==> src/rtl/eager_fanout_fork.sv <==
// eager_fanout_fork: one-deep eager fork of a valid/ready stream to NUM_OUT branches with per-branch pending tracking.
// Optional stall counter port stall_cnt is built only when FANOUT_STALL_CNT_EN is defined.
module eager_fanout_fork #(
  parameter int NUM_OUT    = 7,
  parameter int DATA_WIDTH = 16
) (
  input  logic                  clk,
  input  logic                  rst_n,
  input  logic                  flush,
  input  logic [NUM_OUT-1:0]    cfg_en,
  input  logic [NUM_OUT-1:0]    cfg_sel,
  input  logic                  in_valid,
  input  logic [DATA_WIDTH-1:0] in_data,
  output logic                  in_ready,
  output logic [NUM_OUT-1:0]    out_valid,
  output logic [DATA_WIDTH-1:0] out_data,
  input  logic [NUM_OUT-1:0]    out_ready
`ifdef FANOUT_STALL_CNT_EN
  ,
  output logic [31:0]           stall_cnt
`endif
);
  typedef enum logic {EMPTY = 1'b0, HOLD = 1'b1} state_t;
  state_t state, state_n;
  logic [NUM_OUT-1:0] pend, pend_n, act, waiting;
  logic [DATA_WIDTH-1:0] data_q;
  logic tok_v, last, load;
  assign act      = cfg_en & cfg_sel;
  assign tok_v    = state == HOLD;
  assign waiting  = pend & ~out_ready;
  assign last     = tok_v & (waiting == '0);
  assign in_ready = ~flush & (~tok_v | last);
  assign load     = in_valid & in_ready & (act != '0);
  always_ff @(posedge clk or negedge rst_n)
    if (!rst_n) begin
      state  <= EMPTY;
      pend   <= '0;
      data_q <= '0;
    end else begin
      state  <= state_n;
      pend   <= pend_n;
      if (load) data_q <= in_data;
    end
  // flush dominates; a retiring token can be replaced in the same cycle
  always_comb begin
    state_n = flush ? EMPTY : load ? HOLD : last ? EMPTY : state;
    pend_n  = flush ? '0 : load ? act : last ? '0 : waiting;
  end
  always_comb begin
    out_valid = tok_v ? pend : '0;
    out_data  = data_q;
  end
`ifdef FANOUT_STALL_CNT_EN
  always_ff @(posedge clk or negedge rst_n)
    if (!rst_n) stall_cnt <= '0;
    else if (tok_v && waiting != '0 && stall_cnt != 32'hFFFF_FFFF) stall_cnt <= stall_cnt + 32'd1;
`endif
endmodule

==> config.mk <==
export PLATFORM = sky130hd
export DESIGN_NAME = eager_fanout_fork
export DESIGN_NICKNAME = d
export VERILOG_FILES = /design/src/rtl/eager_fanout_fork.sv
export SDC_FILE = /design/constraint.sdc
export NUM_CORES = 1
export LEC_CHECK = 0
export CAP_MARGIN = 20
export CORE_MARGIN = 2
export CORE_UTILIZATION = 38
export CTS_CLUSTER_DIAMETER = 40
export DETAILED_ROUTE_END_ITERATION = 8
export PLACE_DENSITY_LB_ADDON = 0.1
export SETUP_SLACK_MARGIN = 0.02
export SYNTH_ARGS = -nofsm -noshare
export SYNTH_HDL_FRONTEND = slang
export SYNTH_SLANG_ARGS = --single-unit
==> constraint.sdc <==
create_clock -name clk -period 2.2 [get_ports clk]
set_input_delay 0.44 -clock clk [delete_from_list [all_inputs] [get_ports clk]]
set_output_delay 0.44 -clock clk [all_outputs]
set_load 0.005 [all_outputs]
# Yosys cells after proc, flatten, opt, wreduce, memory -nomap -nowiden
# Index checks and enable logic that the tools add are counted.
classes:
  mux: 7
  bitwise: 10
  n_reduce_logical: 3
ops:
  columns: ["operator", "count"]
  rows:
  - ["7-bit 2-to-1 mux", 4]
  - ["7-bit AND", 2]
  - ["7-bit zero test", 1]
  - ["7-bit NOT", 1]
  - ["7-bit nonzero test", 1]
  - ["1-bit AND", 4]
  - ["1-bit 2-to-1 mux", 3]
  - ["3-bit nonzero test", 1]
  - ["1-bit NOT", 2]
  - ["1-bit OR", 1]
totals:
  regBits: 24
  input_bits: 41
  output_inout_bits: 24
  wordCells: 23

# Logic depth before layout (Yosys ltp)
# Gate-level depths: netlist of run 1.
logic_depth:
  word_depth: 10
  ltp_mapped: 6
  mapped_depth_nobuf: 5

# Worst setup path after synthesis of run 1
# OpenSTA, ideal clock, no wires.
synth_timing:
  path_type: "input to register"
  start: "input out_ready[6]"
  end: "register data_q[10], in the netlist out_data[10]"
  setup_time_ns: 0.125
  t_arrival_ns: 1.738
  required_time_ns: 2.075
  setup_slack_ns: 0.337
  cell_stages: 6
  path_cell_list: "nand2b_2 > nand4_1 > o31a_1 > nor3_4 > buf_12 > mux2_4"
synth_between:
  elab_chain_cells: 8
synth_rtl:
  columns: ["element", "line", "source"]
  rows:
  - ["from (decl)", "17", "input logic [NUM_OUT-1:0] out_ready"]
  - ["7-bit NOT", "30", "assign waiting = pend & ~out_ready;"]
  - ["7-bit AND", "30", null]
  - ["7-bit zero test", "31", "assign last = tok_v & (waiting == '0);"]
  - ["1-bit AND", "31", null]
  - ["1-bit OR", "32", "assign in_ready = ~flush & (~tok_v | last);"]
  - ["1-bit AND", "32", null]
  - ["1-bit AND (2 in a row)", "33", "assign load = in_valid & in_ready & (act != '0);"]
  - ["to (signal assigned)", "42", "if (load) data_q <= in_data;"]
  - ["to (decl)", "26", "logic [DATA_WIDTH-1:0] data_q;"]
# Every way passes these cells.
# A chain may end at the register's enable or synchronous reset.

# Worst setup path after layout of run 1
layout_timing:
  start: "input out_ready[2]"
  end: "output in_ready"
layout_between:
  elab_chain_cells: 6
layout_rtl:
  columns: ["element", "line", "source"]
  rows:
  - ["7-bit NOT", "30", null]
  - ["7-bit AND", "30", null]
  - ["7-bit zero test", "31", null]
  - ["1-bit AND", "31", null]
  - ["1-bit OR", "32", null]
  - ["1-bit AND", "32", null]
  - ["to (decl)", "14", "output logic in_ready,"]
# Every way passes these cells.

==> results by group, run 1 <==
Outcome
  • Status: finished, final reports clean

Clocking
  • Clock slew at reported path FFs: between 0.1 and 0.15 ns
  • Clk_lat worst skew: about 0.33 ns
  • Root Buffer Master: clkbuf_4
  • CTS tree: built
  • H-tree depth: 1
  • Clk sinks: 24
  • Clk buf depth: 2
  • Cts bufs inserted: 3

Detailed routing
  • Total number of vias: 939
  • Drt pass-1 iters: 4
  • Post-DR vias/cell: roughly 4.8
  • Drt drc: 0
  • Total wire length: 2730 um
  • Initial drt markers: 24
  • Wire per inst: approximately 14 um
  • DRT antenna net count: 0

Die
  • Initial Util: ~39%
  • Core area: 0.00298 mm^2
  • Die Width: 59.2 um
  • Rows: 20
  • Die Height: just under 60 um
  • DIE AREA: ~0.0035 mm^2
  • I/O pins: 65

Pwr
  • Peak VDD IR: about 380 uV
  • Pwr/cell area: between 500 and 600 mW/mm^2
  • Leak: 0.833 nW

Final layout
  • Fin cells: 197
  • Fillers: 261
  • Proportion of layout cells with a drive suffix above 1: approximately 23%
  • N_diodes: 0
  • Area growth syn-to-layout: 67.4%
  • Final instance area: roughly 0.0019 mm^2
  • # nets final: about 210

STA
  • Fin. Hold Viols: 0
  • Final hold slack: about 0.45 ns
  • Fmax: between 400 and 500 MHz
  • Final Cycle Share: roughly 95%
  • Rel. slew slack: roughly 80%
  • Final setup viols: 0
  • RSZ-0062 raised after global routing: false
  • Skew final: between 0.01 and 0.015 ns
  • Tmin final: between 2 and 2.5 ns
  • Final slew viol count: 0
  • Actual slew at the worst max-slew pin: 0.312 ns

Synthesis
  • Netlist cell types: 27
  • Dominant cell by count in the synthesized netlist: dfrtp_1
  • Cell taking the most area after synthesis: dfrtp_1
  • Ys async rst share: 100%
  • Synth Flop Type: dfrtp_1
  • Seq/Total Area, Yosys: between 50 and 60%
  • Mapped Cells: between 80 and 90
  • Post-Syn Nets: about 130
  • Synth Warn #: 0
  • #FFs+latches synth: 24
  • Mapped Area: 0.00116 mm^2
  • Area fraction of the dominant cell type after synthesis: around half
  • Post-synth top cells: dfrtp_1, mux2_4, nand2_1, and2_1
  • Count of flip-flops with a built-in enable after synthesis: 0
  • Top cells by area, synth: dfrtp_1, mux2_4, and2_1
  • Avg Cell Area, Syn: 13.2 um^2

Placement
  • DP HPWL: roughly 2100 um
  • Placer Congestion: roughly 0.83
  • DP Cell Count: 192
  • Port Buffers: between 60 and 70
  • Placed cell area: between 0.0015 and 0.002 mm^2

Global route
  • Number of global-route vias before repair: a little under 1000
  • Initial antenna violation count: 0
  • Largest net degree at the start of global routing: 25
  • First-pass GRT wire length: ~4500 um
  • Grt ovf: 0
  • GRT Util Overall: 16.9%

Hold path
  • Worst min path class: input port to async pin

Worst setup path
  • Worst setup path startpoint: out_ready[2]
  • Startpoint types: input port
  • Reg2reg start: pend[2]
  • CP Data Arrival Time: roughly 1.7 ns
  • CP endpoint kind: primary output
  • WS Path Type: input port to primary output
  • Max FO, Critical Path: 2
  • Required time of the critical path: roughly 1.8 ns

Run
  • MaxCap Viol Count: 0
==> power breakdown <==
part | internal [mW] | switching [mW]
sequential | 0.507 | 0.0392
clock | 0.101 | 0.138
combinational | 0.270 | 0.0978
==> final cells by class <==
class	instances	area, um^2	share of cell area, %
clock buffer	4	36.3	1.87
inverter	3	11.3	0.581
multi-input combinational	58	522	26.9
sequential	24	601	31.0
tap	33	41.3	2.13
timing repair buffer	75	726	37.5
==> what timing repair did <==
item | CTS | global route
pin swaps | 2 | 1
setup endpoints to repair | 1 | 15
setup buffers | 1 | 0
gates resized for setup | 6 | 2
hold buffers | 0 | 0
==> sequential cells by signal (all words and copies together) (netlist names) <==
name,count
state,1
out_data,16
pend,7
==> routing by layer <==
metal | wire (um) | track usage, % | share of wire [%] | vias up
met2 | 1420 | 29.0 | 52 | 28
met4 | 16 | 2.92 | 0.59 | 0
met3 | 192 | 6.55 | 7.0 | 3
met1 | 1100 | 20.2 | 40 | 450
met5 | 0 | 0 | 0 | -
li1 | - | - | - | 458
==> per-stage QoR <==
step / TNS (ns) / total power [mW] / worst slack (ns) / utilization (%)
after global placement: -2.50 / 0.914 / -0.322 / 63.0
after global routing: 0 / 1.21 / 0.0205 / 65.0
after CTS: 0 / 1.17 / 0.0535 / 64.8
after detailed placement: -3.06 / 0.923 / -0.361 / 63.0
final: 0 / 1.15 / 0.112 / 65.0
after floorplan: 0 / 0.688 / 0.337 / -
==> worst max-delay path: stages <==
cell and delay, ns:
clkdlybuf4s50_1 0.47, nand2b_4 0.12, nand4_1 0.09, o31a_1 0.31, nor2_1 0.11, buf_2 0.12
==> cells by family (layout without fill, tap and decap cells) <==
family | count (synthesis) | count (layout) | share of synthesized area (%)
simple gates | 31 | 31 | 16.5
flops | 24 | 24 | 51.9
mux | 19 | 19 | 22.4
compound gates | 8 | 8 | 4.86
buf+inv | 6 | 82 | 4.32
==> worst paths after layout <==
| check | to | slack [ns] | cells after the start |
|---|---|---|---|
| max | in_ready | 0.11 | 6 |
| min | pend[2] | 0.45 | 2 |
| max reg2reg | out_data[15] | 0.32 | 7 |
| min reg2reg | out_data[10] | 0.53 | 1 |
| max in group asynchronous | out_data[7] | 1.50 | 2 |
| min in group clk | out_data[10] | 0.53 | 1 |
==> cells in the final DEF (no fill, tap or decap) <==
master	instances
nand2b_4	2
or3_1	1
or2_2	1
nor2b_1	1
dfrtp_1	24
mux2_4	13
o31ai_1	3
o21ai_0	1
nand4_1	2
o22ai_1	1
nor3_4	1
clkbuf_8	1
mux2i_1	3
nand2b_2	1
nand3_1	1
nand2b_1	2
buf_2	1
buf_6	2
clkdlybuf4s50_1	63
and2_1	6
buf_4	9
or4_1	4
nor2_1	1
nand2_1	7
o31a_1	1
clkbuf_4	3
a21oi_1	1
and2_2	1
mux2_2	3
o41ai_1	1
inv_1	3
No activity file was read; power rests on OpenSTA's default activity.
==> run 2, diff against run 1 <==
--- a/config.mk
+++ b/config.mk
@@ -5,11 +5,12 @@
 export SDC_FILE = /design/constraint.sdc
 export NUM_CORES = 1
 export LEC_CHECK = 0
+export ABC_CLOCK_PERIOD_IN_PS = 2200
 export CAP_MARGIN = 20
-export CORE_MARGIN = 2
 export CORE_UTILIZATION = 38
 export CTS_CLUSTER_DIAMETER = 40
 export DETAILED_ROUTE_END_ITERATION = 8
+export GPL_ROUTABILITY_DRIVEN = 0
 export PLACE_DENSITY_LB_ADDON = 0.1
 export SETUP_SLACK_MARGIN = 0.02
 export SYNTH_ARGS = -nofsm -noshare
==> run 2 against run 1 <==
Compared with the run above:
- count of clock-buffer cells in the layout down 1
- worst setup slack worse by 0.023 ns
- critical path depth up 3
- combinational power about the same
- first-iteration DRC count down 25%
- register-to-register slack worse by 0.05 ns
- sequential power about the same
- die area down 6.6%
- final cell count down 2.0%
- clock skew down 0.0056 ns
- the flow now finishes with violations (DRC)
==> results by group, run 2 (synthesis gave the netlist of run 1 again) <==
STA
  • Fin. Hold Viols: 0 (unchanged)
  • Final setup viols: 0 (unchanged)
  • Tmin final: 2.11 ns (+0.0232 ns)
  • Fmax: 474 MHz (-1.1%)
  • Skew final: 0.00717 ns (-0.00555 ns)
  • Final Cycle Share: 96.0% (+1.1 points)
  • Setup TNS: 0 ns (unchanged)
  • Rel. slew slack: 79.1% (about the same)
  • Actual slew at the worst max-slew pin: 0.313 ns (+0.000769 ns)
  • RSZ-0062 raised after global routing: false
  • Final slew viol count: 0 (unchanged)

Die
  • Die Height: 57.2 um (-3.4%)
  • DIE AREA: 0.00327 mm^2 (-6.6%)
  • Rows: 19 (-5.0%)
  • I/O pins: 65 (unchanged)
  • Initial Util: 40.9% (+2.0 points)
  • Core area: 0.00283 mm^2 (-5.0%)
  • Die Width: 57.2 um (-3.4%)

Final layout
  • Final core utilization: 68.2% (+3.1 points)
  • Area growth syn-to-layout: 66.6%
  • Final instance area: 0.00193 mm^2 (-0.45%)
  • Proportion of layout cells with a drive suffix above 1: 22.2% (-0.95 points)
  • Max FFs per register: 16 (unchanged)
  • Commonest non-fill, non-tap cells in the layout: clkdlybuf4s50_1, dfrtp_1, mux2_4, buf_4, nand2_1
  • # nets final: 204 (-0.97%)
  • Fin cells: 193 (-2.0%)
  • Commonest non-fill, non-tap cell in the layout: clkdlybuf4s50_1
  • N_diodes: 0 (unchanged)

Clocking
  • Clk buf depth: 2 (unchanged)
  • Root Buffer Master: clkbuf_4
  • H-tree depth: 1 (unchanged)
  • Hold_buf cts: 0 (unchanged)
  • Clk_lat worst skew: 0.32 ns (about the same)
  • Cts bufs inserted: 3 (unchanged)
  • Clock slew at reported path FFs: 0.13 ns (about the same)
  • Clk sinks: 24 (unchanged)
  • CTS tree: built
  • Setup bufs post-CTS: 0 (-1)

Run
  • MaxCap Viol Count: 0 (unchanged)

Worst setup path
  • CP endpoint kind: flip-flop
  • Required time of the critical path: 2.45 ns (+0.69 ns)
  • WS Path Type: input port to flip-flop
  • Reg2reg start: pend[5]
  • R2R depth: 8 (+1)
  • Max FO, Critical Path: 10 (+8)
  • CP Data Arrival Time: 2.36 ns (+0.71 ns)
  • RR Endpoint: pend[5]
  • Startpoint types: input port
  • Worst R2R Setup Slack: 0.27 ns (-0.05 ns)

Pwr
  • Pwr/cell area: 638 mW/mm^2 (+7.2%)
  • Pwr Total: 1.23 mW (+6.7%)
  • Peak VDD IR: 625 uV (+66%)
  • Leak: 0.828 nW (-0.60%)

Hold path
  • Worst min path class: input port to async pin

Global route
  • First-pass GRT wire length: 4410 um (-1.7%)
  • Grt ovf: 0 (unchanged)
  • GRT Util Overall: 17.7% (+0.76 points)
  • Largest net degree at the start of global routing: 25 (unchanged)
  • Number of global-route vias before repair: 993 (+1.4%)
  • Initial antenna violation count: 0 (unchanged)

Placement
  • Placed cell area: 0.00187 mm^2 (-0.53%)
  • Port Buffers: 64 (unchanged)
  • DP HPWL: 2100 um (-1.2%)
  • DP Cell Count: 189 (-1.6%)

Detailed routing
  • Total number of vias: 979 (+4.3%)
  • Drt drc: 3 (+3)
  • Initial drt markers: 18 (-25%)
  • Total wire length: 2780 um (+1.8%)
  • Post-DR vias/cell: 5.07 (+6.4%)
  • Wire per inst: 14.4 um (+3.9%)
  • Drt pass-1 iters: 6 (+2)
  • DRT antenna net count: 0 (unchanged)

Outcome
  • Status: finished with violations
  • Failing checks: DRC
## run 2: changes by cell type in the layout (fill, tap and decap cells not counted), sizes merged
cell,before,now
buf,12,9
bufinv,0,1
## run 2: timing repair
item	CTS	global route
resized for setup	1	4
hold endpoints to repair	0	0
pin swaps	0	1
setup endpoints to repair	1	1
gates cloned	0	0
## run 2: how the worst max path moves through the flow
stage | start | slack (ns) | end
floorplan | out_ready[6] | 0.34 | out_data[10]
global placement | out_ready[6] | -0.21 | in_ready
detailed placement | out_ready[2] | -0.20 | out_data[15]
CTS | out_ready[3] | 0.06 | in_ready
global route | out_ready[6] | 0.04 | out_data[15]
finish | out_ready[2] | 0.09 | pend[5]
## run 2: power by group
part / switching (mW) / total [mW] / internal (mW)
Sequential: 0.0380 / 0.545 / 0.507
Clock: 0.134 / 0.318 / 0.184
Combinational: 0.0990 / 0.367 / 0.268
Total: 0.271 / 1.23 / 0.960
## run 2: critical path, cell delays in order
cell and delay [ns]:
clkdlybuf4s50_1 0.44, nand2b_1 0.12, nand4_1 0.09, o31a_1 0.30, buf_4 0.16, nor3_4 0.18, buf_4 0.25, buf_4 0.17
mux2i_1 0.20
## run 2: per-layer routing
layer | global-route usage [%] | routed length [um] | vias to the layer above | part of all wire (%)
met5 | 0 | 0 | - | 0
met4 | 4.88 | 40 | 0 | 1.4
met3 | 4.99 | 226 | 6 | 8.1
met2 | 30.8 | 1370 | 51 | 49
met1 | 21.5 | 1140 | 464 | 41
li1 | - | - | 458 | -
## run 2: stage by stage
| step | hold slack (ns) | setup WS (ns) |
|---|---|---|
| global route | 0.463 | 0.0404 |
| floorplan | 0.144 | 0.337 |
| CTS | 0.457 | 0.0612 |
| global placement | 0.490 | -0.212 |
| detailed placement | 0.492 | -0.197 |
| finish | 0.452 | 0.0889 |
## run 2: area by class of cell
type | count | area, um^2
Timing Repair Buffer | 73 | 703
Sequential cell | 24 | 601
Multi-Input combinational cell | 58 | 522
Fill cell | 237 | 901
Clock buffer | 3 | 22.5
Tap cell | 31 | 38.8
Inverter | 3 | 11.3
Clock inverter | 1 | 30.0
